`config.mk`:
```
export PLATFORM = sky130hd
export DESIGN_NAME = vend_ctrl_flat
export DESIGN_NICKNAME = d
export VERILOG_FILES = /design/src/rtl/vend_pkg.sv /design/src/rtl/vend_if.sv /design/src/rtl/vend_timer.sv /design/src/rtl/vend_ctrl.sv /design/src/flat_wrapper.sv
export SDC_FILE = /design/constraint.sdc
export NUM_CORES = 1
export LEC_CHECK = 0
export ABC_AREA = 1
export BUFFER_PORTS_ARGS = -buffer_cell sky130_fd_sc_hd__buf_4
export CAP_MARGIN = 20
export CORE_ASPECT_RATIO = 0.6
export CORE_MARGIN = 2
export CORE_UTILIZATION = 33
export DETAILED_ROUTE_END_ITERATION = 8
export PLACE_DENSITY_LB_ADDON = 0.1
export SYNTH_ARGS = -nofsm -noshare
export SYNTH_HDL_FRONTEND = slang
export SYNTH_SLANG_ARGS = --single-unit
```
`constraint.sdc`:
```
create_clock -name clk -period 3 [get_ports clk]
set_input_delay 0.3 -clock clk [delete_from_list [all_inputs] [get_ports clk]]
set_output_delay 0.3 -clock clk [all_outputs]
set_load 0.01 [all_outputs]
```
`src/rtl/vend_pkg.sv`:
```
// Shared definitions for the vending controller: FSM state encoding, balance
// select codes, item/coin code constants and price/coin value lookups.
package vend_pkg;

  localparam int TIMER_W = 8;
  localparam logic [7:0] BAL_MAX = 8'd119;

  typedef enum logic [3:0] {
    IDLE       = 4'd0,
    LOAD_PRICE = 4'd1,
    WAIT_COIN  = 4'd2,
    ADD        = 4'd3,
    CHECK      = 4'd4,
    DISPENSE   = 4'd5,
    CHANGE     = 4'd6,
    REFUND     = 4'd7,
    CLEAR      = 4'd8
  } state_e;

  typedef enum logic [1:0] {
    BAL_ZERO = 2'd0,
    BAL_ADD  = 2'd1,
    BAL_SUB  = 2'd2,
    BAL_HOLD = 2'd3
  } bal_sel_e;

  localparam logic [1:0] ITEM_10  = 2'd0;
  localparam logic [1:0] ITEM_20  = 2'd1;
  localparam logic [1:0] ITEM_50  = 2'd2;
  localparam logic [1:0] ITEM_100 = 2'd3;

  localparam logic [1:0] COIN_0  = 2'd0;
  localparam logic [1:0] COIN_5  = 2'd1;
  localparam logic [1:0] COIN_10 = 2'd2;
  localparam logic [1:0] COIN_20 = 2'd3;

  function automatic logic [7:0] item_price(input logic [1:0] item);
    logic [7:0] p;
    case (item)
      ITEM_10:  p = 8'd10;
      ITEM_20:  p = 8'd20;
      ITEM_50:  p = 8'd50;
      ITEM_100: p = 8'd100;
      default:  p = 8'd0;
    endcase
    return p;
  endfunction

  function automatic logic [7:0] coin_value(input logic [1:0] coin);
    logic [7:0] v;
    case (coin)
      COIN_0:  v = 8'd0;
      COIN_5:  v = 8'd5;
      COIN_10: v = 8'd10;
      COIN_20: v = 8'd20;
      default: v = 8'd0;
    endcase
    return v;
  endfunction

endpackage

```
`src/rtl/vend_if.sv`:
```
// Customer/datapath handshake bundle between the vending controller (slave)
// and its surroundings (master: customer inputs and balance comparator).
interface vend_if;
  logic       start;
  logic [1:0] item_req;
  logic       coin_valid;
  logic [1:0] coin_in;
  logic       cancel;
  logic       lt;
  logic       gt;
  logic       eq;
  logic       ld_item;
  logic       ld_price;
  logic       ld_coin;
  logic       ld_bal;
  logic [1:0] item_sel;
  logic [1:0] coin_sel;
  logic [1:0] bal_sel;
  logic       dispense;
  logic       change;
  logic       refund;
  logic       busy;

  modport master (
    output start, item_req, coin_valid, coin_in, cancel, lt, gt, eq,
    input  ld_item, ld_price, ld_coin, ld_bal, item_sel, coin_sel, bal_sel,
           dispense, change, refund, busy
  );

  modport slave (
    input  start, item_req, coin_valid, coin_in, cancel, lt, gt, eq,
    output ld_item, ld_price, ld_coin, ld_bal, item_sel, coin_sel, bal_sel,
           dispense, change, refund, busy
  );
endinterface

```
`src/rtl/vend_timer.sv`:
```
// Idle-cycle counter for WAIT_COIN; tc flags the last allowed idle cycle.
module vend_timer
  import vend_pkg::*;
#(
  parameter logic [TIMER_W-1:0] TIMEOUT_CYCLES = 8'd255
) (
  input  logic clk,
  input  logic reset,
  input  logic clear,
  input  logic enable,
  output logic tc
);

  logic [TIMER_W-1:0] count_r;

  // Counter register: clear has priority over counting.
  always_ff @(posedge clk) begin
    if (reset) begin
      count_r <= 8'd0;
    end else if (clear) begin
      count_r <= 8'd0;
    end else if (enable) begin
      count_r <= count_r + 8'd1;
    end else begin
      count_r <= count_r;
    end
  end

  assign tc = (count_r == (TIMEOUT_CYCLES - 8'd1));

endmodule

```
`src/rtl/vend_ctrl.sv`:
```
// Vending machine control FSM: sequences item/price load, coin accumulation,
// dispense/change and refund/timeout paths for an external balance datapath.
module vend_ctrl
  import vend_pkg::*;
#(
  parameter logic [TIMER_W-1:0] TIMEOUT_CYCLES = 8'd255
) (
  input logic   clk,
  input logic   reset,
  vend_if.slave bus
);

  state_e state_r;
  state_e next_s;
  logic   chg_flag_r;
  logic   chg_flag_s;
  logic   tmr_clr_s;
  logic   tmr_en_s;
  logic   tmr_tc_s;

  vend_timer #(.TIMEOUT_CYCLES(TIMEOUT_CYCLES)) u_timer (
    .clk    (clk),
    .reset  (reset),
    .clear  (tmr_clr_s),
    .enable (tmr_en_s),
    .tc     (tmr_tc_s)
  );

  // State and change-due flag registers.
  always_ff @(posedge clk) begin
    if (reset) begin
      state_r    <= IDLE;
      chg_flag_r <= 1'b0;
    end else begin
      state_r    <= next_s;
      chg_flag_r <= chg_flag_s;
    end
  end

  // Next-state and output decode; only the item and coin loads are Mealy.
  always_comb begin
    next_s       = state_r;
    chg_flag_s   = chg_flag_r;
    tmr_clr_s    = 1'b0;
    tmr_en_s     = 1'b0;
    bus.ld_item  = 1'b0;
    bus.ld_price = 1'b0;
    bus.ld_coin  = 1'b0;
    bus.ld_bal   = 1'b0;
    bus.item_sel = 2'd0;
    bus.coin_sel = 2'd0;
    bus.bal_sel  = BAL_ZERO;
    bus.dispense = 1'b0;
    bus.change   = 1'b0;
    bus.refund   = 1'b0;
    bus.busy     = (state_r != IDLE);
    case (state_r)
      IDLE: begin
        if (bus.start) begin
          bus.ld_item  = 1'b1;
          bus.item_sel = bus.item_req;
          next_s       = LOAD_PRICE;
        end else begin
          next_s = IDLE;
        end
      end
      LOAD_PRICE: begin
        bus.ld_price = 1'b1;
        bus.ld_bal   = 1'b1;
        bus.bal_sel  = BAL_ZERO;
        tmr_clr_s    = 1'b1;
        next_s       = WAIT_COIN;
      end
      WAIT_COIN: begin
        // Cancel beats a coin arriving in the same cycle; that coin is not loaded.
        if (bus.cancel) begin
          next_s = REFUND;
        end else if (bus.coin_valid) begin
          bus.ld_coin  = 1'b1;
          bus.coin_sel = bus.coin_in;
          tmr_clr_s    = 1'b1;
          next_s       = ADD;
        end else if (tmr_tc_s) begin
          next_s = REFUND;
        end else begin
          tmr_en_s = 1'b1;
          next_s   = WAIT_COIN;
        end
      end
      ADD: begin
        bus.ld_bal  = 1'b1;
        bus.bal_sel = BAL_ADD;
        next_s      = CHECK;
      end
      CHECK: begin
        if (bus.lt) begin
          next_s = WAIT_COIN;
        end else if (bus.eq) begin
          chg_flag_s = 1'b0;
          next_s     = DISPENSE;
        end else if (bus.gt) begin
          chg_flag_s = 1'b1;
          next_s     = DISPENSE;
        end else begin
          next_s = WAIT_COIN;
        end
      end
      DISPENSE: begin
        bus.dispense = 1'b1;
        bus.ld_bal   = 1'b1;
        bus.bal_sel  = BAL_SUB;
        if (chg_flag_r) begin
          next_s = CHANGE;
        end else begin
          next_s = CLEAR;
        end
      end
      CHANGE: begin
        bus.change = 1'b1;
        next_s     = CLEAR;
      end
      REFUND: begin
        bus.refund = 1'b1;
        next_s     = CLEAR;
      end
      CLEAR: begin
        bus.ld_bal  = 1'b1;
        bus.bal_sel = BAL_ZERO;
        chg_flag_s  = 1'b0;
        next_s      = IDLE;
      end
      default: begin
        chg_flag_s = 1'b0;
        next_s     = IDLE;
      end
    endcase
  end

endmodule

```
`src/flat_wrapper.sv`:
```
// flat-port wrapper written by rule: the top's interface ports become plain ports
module vend_ctrl_flat import vend_pkg::*;
#(
  parameter logic [TIMER_W-1:0] TIMEOUT_CYCLES = 8'd255
)
  (clk, reset, bus_start, bus_item_req, bus_coin_valid, bus_coin_in, bus_cancel, bus_lt, bus_gt, bus_eq, bus_ld_item, bus_ld_price, bus_ld_coin, bus_ld_bal, bus_item_sel, bus_coin_sel, bus_bal_sel, bus_dispense, bus_change, bus_refund, bus_busy);
  vend_if bus_i ();
  input logic clk;
  input logic reset;
  input wire logic [$bits(bus_i.start)-1:0] bus_start;
  input wire logic [$bits(bus_i.item_req)-1:0] bus_item_req;
  input wire logic [$bits(bus_i.coin_valid)-1:0] bus_coin_valid;
  input wire logic [$bits(bus_i.coin_in)-1:0] bus_coin_in;
  input wire logic [$bits(bus_i.cancel)-1:0] bus_cancel;
  input wire logic [$bits(bus_i.lt)-1:0] bus_lt;
  input wire logic [$bits(bus_i.gt)-1:0] bus_gt;
  input wire logic [$bits(bus_i.eq)-1:0] bus_eq;
  output wire logic [$bits(bus_i.ld_item)-1:0] bus_ld_item;
  output wire logic [$bits(bus_i.ld_price)-1:0] bus_ld_price;
  output wire logic [$bits(bus_i.ld_coin)-1:0] bus_ld_coin;
  output wire logic [$bits(bus_i.ld_bal)-1:0] bus_ld_bal;
  output wire logic [$bits(bus_i.item_sel)-1:0] bus_item_sel;
  output wire logic [$bits(bus_i.coin_sel)-1:0] bus_coin_sel;
  output wire logic [$bits(bus_i.bal_sel)-1:0] bus_bal_sel;
  output wire logic [$bits(bus_i.dispense)-1:0] bus_dispense;
  output wire logic [$bits(bus_i.change)-1:0] bus_change;
  output wire logic [$bits(bus_i.refund)-1:0] bus_refund;
  output wire logic [$bits(bus_i.busy)-1:0] bus_busy;
  assign bus_i.start = bus_start;
  assign bus_i.item_req = bus_item_req;
  assign bus_i.coin_valid = bus_coin_valid;
  assign bus_i.coin_in = bus_coin_in;
  assign bus_i.cancel = bus_cancel;
  assign bus_i.lt = bus_lt;
  assign bus_i.gt = bus_gt;
  assign bus_i.eq = bus_eq;
  assign bus_ld_item = bus_i.ld_item;
  assign bus_ld_price = bus_i.ld_price;
  assign bus_ld_coin = bus_i.ld_coin;
  assign bus_ld_bal = bus_i.ld_bal;
  assign bus_item_sel = bus_i.item_sel;
  assign bus_coin_sel = bus_i.coin_sel;
  assign bus_bal_sel = bus_i.bal_sel;
  assign bus_dispense = bus_i.dispense;
  assign bus_change = bus_i.change;
  assign bus_refund = bus_i.refund;
  assign bus_busy = bus_i.busy;
  vend_ctrl #(.TIMEOUT_CYCLES(TIMEOUT_CYCLES)) u_core (.clk(clk), .reset(reset), .bus(bus_i));
endmodule
```
==> flow_results.org <==
** Layout
- Number of nets in the layout :: around 180
- The area growth from synthesis to layout is 30.37%.
- Fraction of layout instances using a drive strength above 1 :: 23.67%
- N_diodes :: 0

** Floorplanning
- Initial Util :: a little over a third
- After floorplanning, the core was sized to cover ~2500 um2.
- Full die area :: ~3100 um2
- Number of rows in the core area :: 14
- DIE WIDTH :: between 70 and 80 um
- Die extent in y :: between 40 and 50 um
- During I/O placement, the number of pins put on the boundary was 26.

** Synthesis
- Yosys warns :: 0
- Count of state elements after synthesis :: 13
- Net count of the mapped netlist :: between 150 and 200
- The share of the Yosys chip area taken by registers is between 20% and 30%.
- In the synthesized netlist, the number of instances is 141.
- After synthesis, the mean cell area works out to ~6.2 um2.
- Post-synthesis cell area :: 873.3 um2
- Number of distinct library cells after synthesis :: 23

** Power
- Design internal power :: 333.8 uW
- Power Density :: 434.8 nW/um2
- Combinational logic burns just under 30% of the power.
- Relative contribution of sequential cells to total power :: a little under two fifths
- For this design the static power due to leakage is 0.5244 nW.
- The design draws 495.1 uW.
- Net load switching power :: between 150 and 200 uW
- Share of power burned in the clock network :: between 30% and 40%
- Largest vdd supply drop :: roughly 0.0002 V
- Switching share of power :: around a third

** Placement
- DP Wirelength :: 1701 um
- Total of buffers placed on input and output ports :: 25
- At the end of routability-driven placement, the weighted congestion stood at just under 0.9.

** Timing
- Between clock sinks in the finished design, the worst skew comes to approximately 0.00074 ns.
- Final min period :: between 1.5 and 2 ns
- Max Slew Vio Count :: 0
- The final hold violation count is 0.
- Setup violations remaining at the end of the flow were counted as 0.
- Worst slack on hold paths :: 0.2184 ns
- Upper clock frequency limit :: roughly 0.57 GHz
- Setup repair after global routing left no endpoint under its margin.
- After layout, the worst path uses 58.79% of the clock period.
- For the pin with the worst max-slew slack, the measured transition is ~0.33 ns.
- The worst pin sits at a relative slew slack of about 77%.
- After routing, the total negative slack on setup checks comes to 0 ns.

** Routing
- The detailed router finished its first iteration with between 40 and 50 violations.
- DRC errors left :: 0
- For this block, the via count after detailed routing is between 900 and 1000.
- Final antenna-violating net count :: 0
- Sum of routed wire length over all layers :: approximately 2100 um
- Dividing the detail-routed via count by the number of cells gives between 4 and 5.
- In the final routed layout, each cell accounts on average for roughly 10 um.
- The pre-antenna-repair detailed-routing pass consisted of 4 iterations.

** Global routing
- GRT Total Usage :: between 10% and 20%
- Gr ovfl total :: 0
- Maximum number of pins on one net before global-route repair :: 9
- Via count of the first global-routing pass :: between 800 and 900
- First-pass GRT wire length :: 3636 um
- The initial antenna violation count was 0.

** Run
- # Max-Cap Violations :: 0

** Clock network
- Post-CTS repair changed the size of 0 cells.
- Buffers inserted to repair hold after CTS numbered 0.
- TritonCTS built the clock tree.
- Post-CTS timing repair inserted 0 buffers for setup.
- H-tree levels :: 1
- In this run, CTS created clock tree buffers numbering 3.
- The clock passes through at most 2 buffers.
- The root buffer cell chosen for the clock tree is sky130_fd_sc_hd__clkbuf_8.
- The clock drives 13 sinks.
- After clock tree synthesis, the clock-pin slew on the worst setup and hold paths is 0.05 ns.
- At the later pin of the worst-skew pair, clock insertion delay measures between 0.2 and 0.3 ns.

** Critical path
- Endpoint of the worst-slack reg-to-reg timing path :: u_core.u_timer.count_r[0]
- The worst setup path is captured at an output port.
- CP arrival :: about 1.5 ns
- The startpoint identified for the worst register-to-register timing path is u_core.u_timer.count_r[0].
- STA classifies the critical path startpoint as a flip-flop.
- For the worst setup path, the data required time is ~2.7 ns.
- The setup path with the least slack is of type reg2out.
- Depth of the worst register-to-register path :: 9
- In this run the register-to-register setup slack is around 1.5 ns.
- Last element of the critical path :: bus_item_sel[1]
- In this run the worst path has a maximum fanout of 6.
- In this run the worst setup path begins at u_core.state_r[0].

** Worst hold path
- Path category of the worst min-delay check :: in2reg

** Outcome
- The run finished with clean final reports.
==> worst min-delay path by stage <==
stage                                   start                   endpoint  slack, ns  cells after the start
finish                                  reset          u_core.state_r[2]       0.22                      2
global route                            reset          u_core.state_r[2]       0.22                      2
CTS                                     reset          u_core.state_r[2]       0.22                      2
detailed placement  u_core.u_timer.count_r[7]  u_core.u_timer.count_r[7]       0.47                      2
global placement    u_core.u_timer.count_r[7]  u_core.u_timer.count_r[7]       0.47                      2
floorplan                               reset          u_core.state_r[2]       0.37                      1
==> worst max-delay path, stage by stage (launching register included) <==
cell and delay, ns:
sky130_fd_sc_hd__dfxtp_1 0.36, sky130_fd_sc_hd__nor2_1 0.27, sky130_fd_sc_hd__inv_1 0.12, sky130_fd_sc_hd__nor2_1 0.15, sky130_fd_sc_hd__inv_1 0.08, sky130_fd_sc_hd__nor2_1 0.10
sky130_fd_sc_hd__buf_4 0.13
==> power by group through the flow <==
stage	logic (mW)	clock network [mW]	registers, mW
after floorplan	0.0880	0	0.192
after global placement	0.146	0	0.194
after detailed placement	0.145	0	0.194
after CTS	0.145	0.166	0.190
after global routing	0.164	0.171	0.191
final	0.145	0.160	0.190
==> cell usage after synthesis, drive strengths merged <==
library cell | count | area, um2
a2111oi | 1 | 8.760
a21oi | 10 | 50.05
a31oi | 1 | 6.260
buf | 1 | 7.510
dfxtp | 13 | 260.3
ha | 2 | 25.02
inv | 22 | 82.57
nand2 | 45 | 171.4
nand3 | 11 | 60.06
nand3b | 1 | 7.510
nand4 | 2 | 12.51
nor2 | 25 | 132.6
nor3 | 1 | 5.000
o21ai | 2 | 10.01
o21bai | 1 | 7.510
xnor2 | 2 | 17.52
xor2 | 1 | 8.760
==> per-stage QoR <==
step / utilization [%] / instances / instance area [um2] / worst slack (ns)
CTS: 45.45 / 201 / 1139 / 1.237
detailed placement: 43.66 / 197 / 1094 / 1.511
global placement: 43.66 / 197 / 1094 / 1.505
floorplan: - / 141 / 873.3 / 1.710
global route: 45.45 / 201 / 1139 / 1.087
finish: 45.45 / 201 / 1139 / 1.236
==> cell families (layout without fill, tap and decap cells) <==
family,after synthesis,in the layout,synth area share (%)
XOR/XNOR,3,3,3.009
adder cells (fa/ha/maj),2,2,2.865
AND/OR/NAND/NOR,85,85,44.56
flip-flops,13,13,29.80
AO/OA/AOI/OAI,15,15,9.457
buffers and inverters,23,51,10.31
==> cell usage in the layout (no fill, tap or decap), types with 2 or more instances in the layout <==
master,instances
sky130_fd_sc_hd__nor2_1,19
sky130_fd_sc_hd__xnor2_1,2
sky130_fd_sc_hd__a21oi_1,10
sky130_fd_sc_hd__nand2_1,44
sky130_fd_sc_hd__nand3_1,10
sky130_fd_sc_hd__dfxtp_1,13
sky130_fd_sc_hd__buf_4,25
sky130_fd_sc_hd__inv_1,18
sky130_fd_sc_hd__clkbuf_8,3
sky130_fd_sc_hd__nor2_2,3
sky130_fd_sc_hd__ha_1,2
sky130_fd_sc_hd__nor2_4,2
sky130_fd_sc_hd__o21ai_0,2
sky130_fd_sc_hd__nand4_1,2
sky130_fd_sc_hd__inv_2,4
==> layout make-up <==
| class | count | area [um2] |
|---|---|---|
| Clock buffer | 4 | 45.04 |
| Inverter | 22 | 82.58 |
| Sequential cell | 13 | 260.3 |
| Multi-Input combinational cell | 105 | 523.0 |
| Tap cell | 32 | 40.04 |
| Fill cell | 273 | 1366 |
| Timing Repair Buffer | 25 | 187.7 |
==> sequential cells by signal (all words and copies together), names as in the netlist <==
register                flops
u_core.chg_flag_r           1
u_core.u_timer.count_r      8
u_core.state_r              4
==> metal layers <==
layer	up-vias	global-route usage (%)	share of wire, %
met1	420	22.04	55
met2	23	20.57	37
met4	0	3.462	1.0
met3	3	5.814	7.2
met5	-	0	0
li1	494	-	-
No activity file was read; power rests on OpenSTA's default activity.
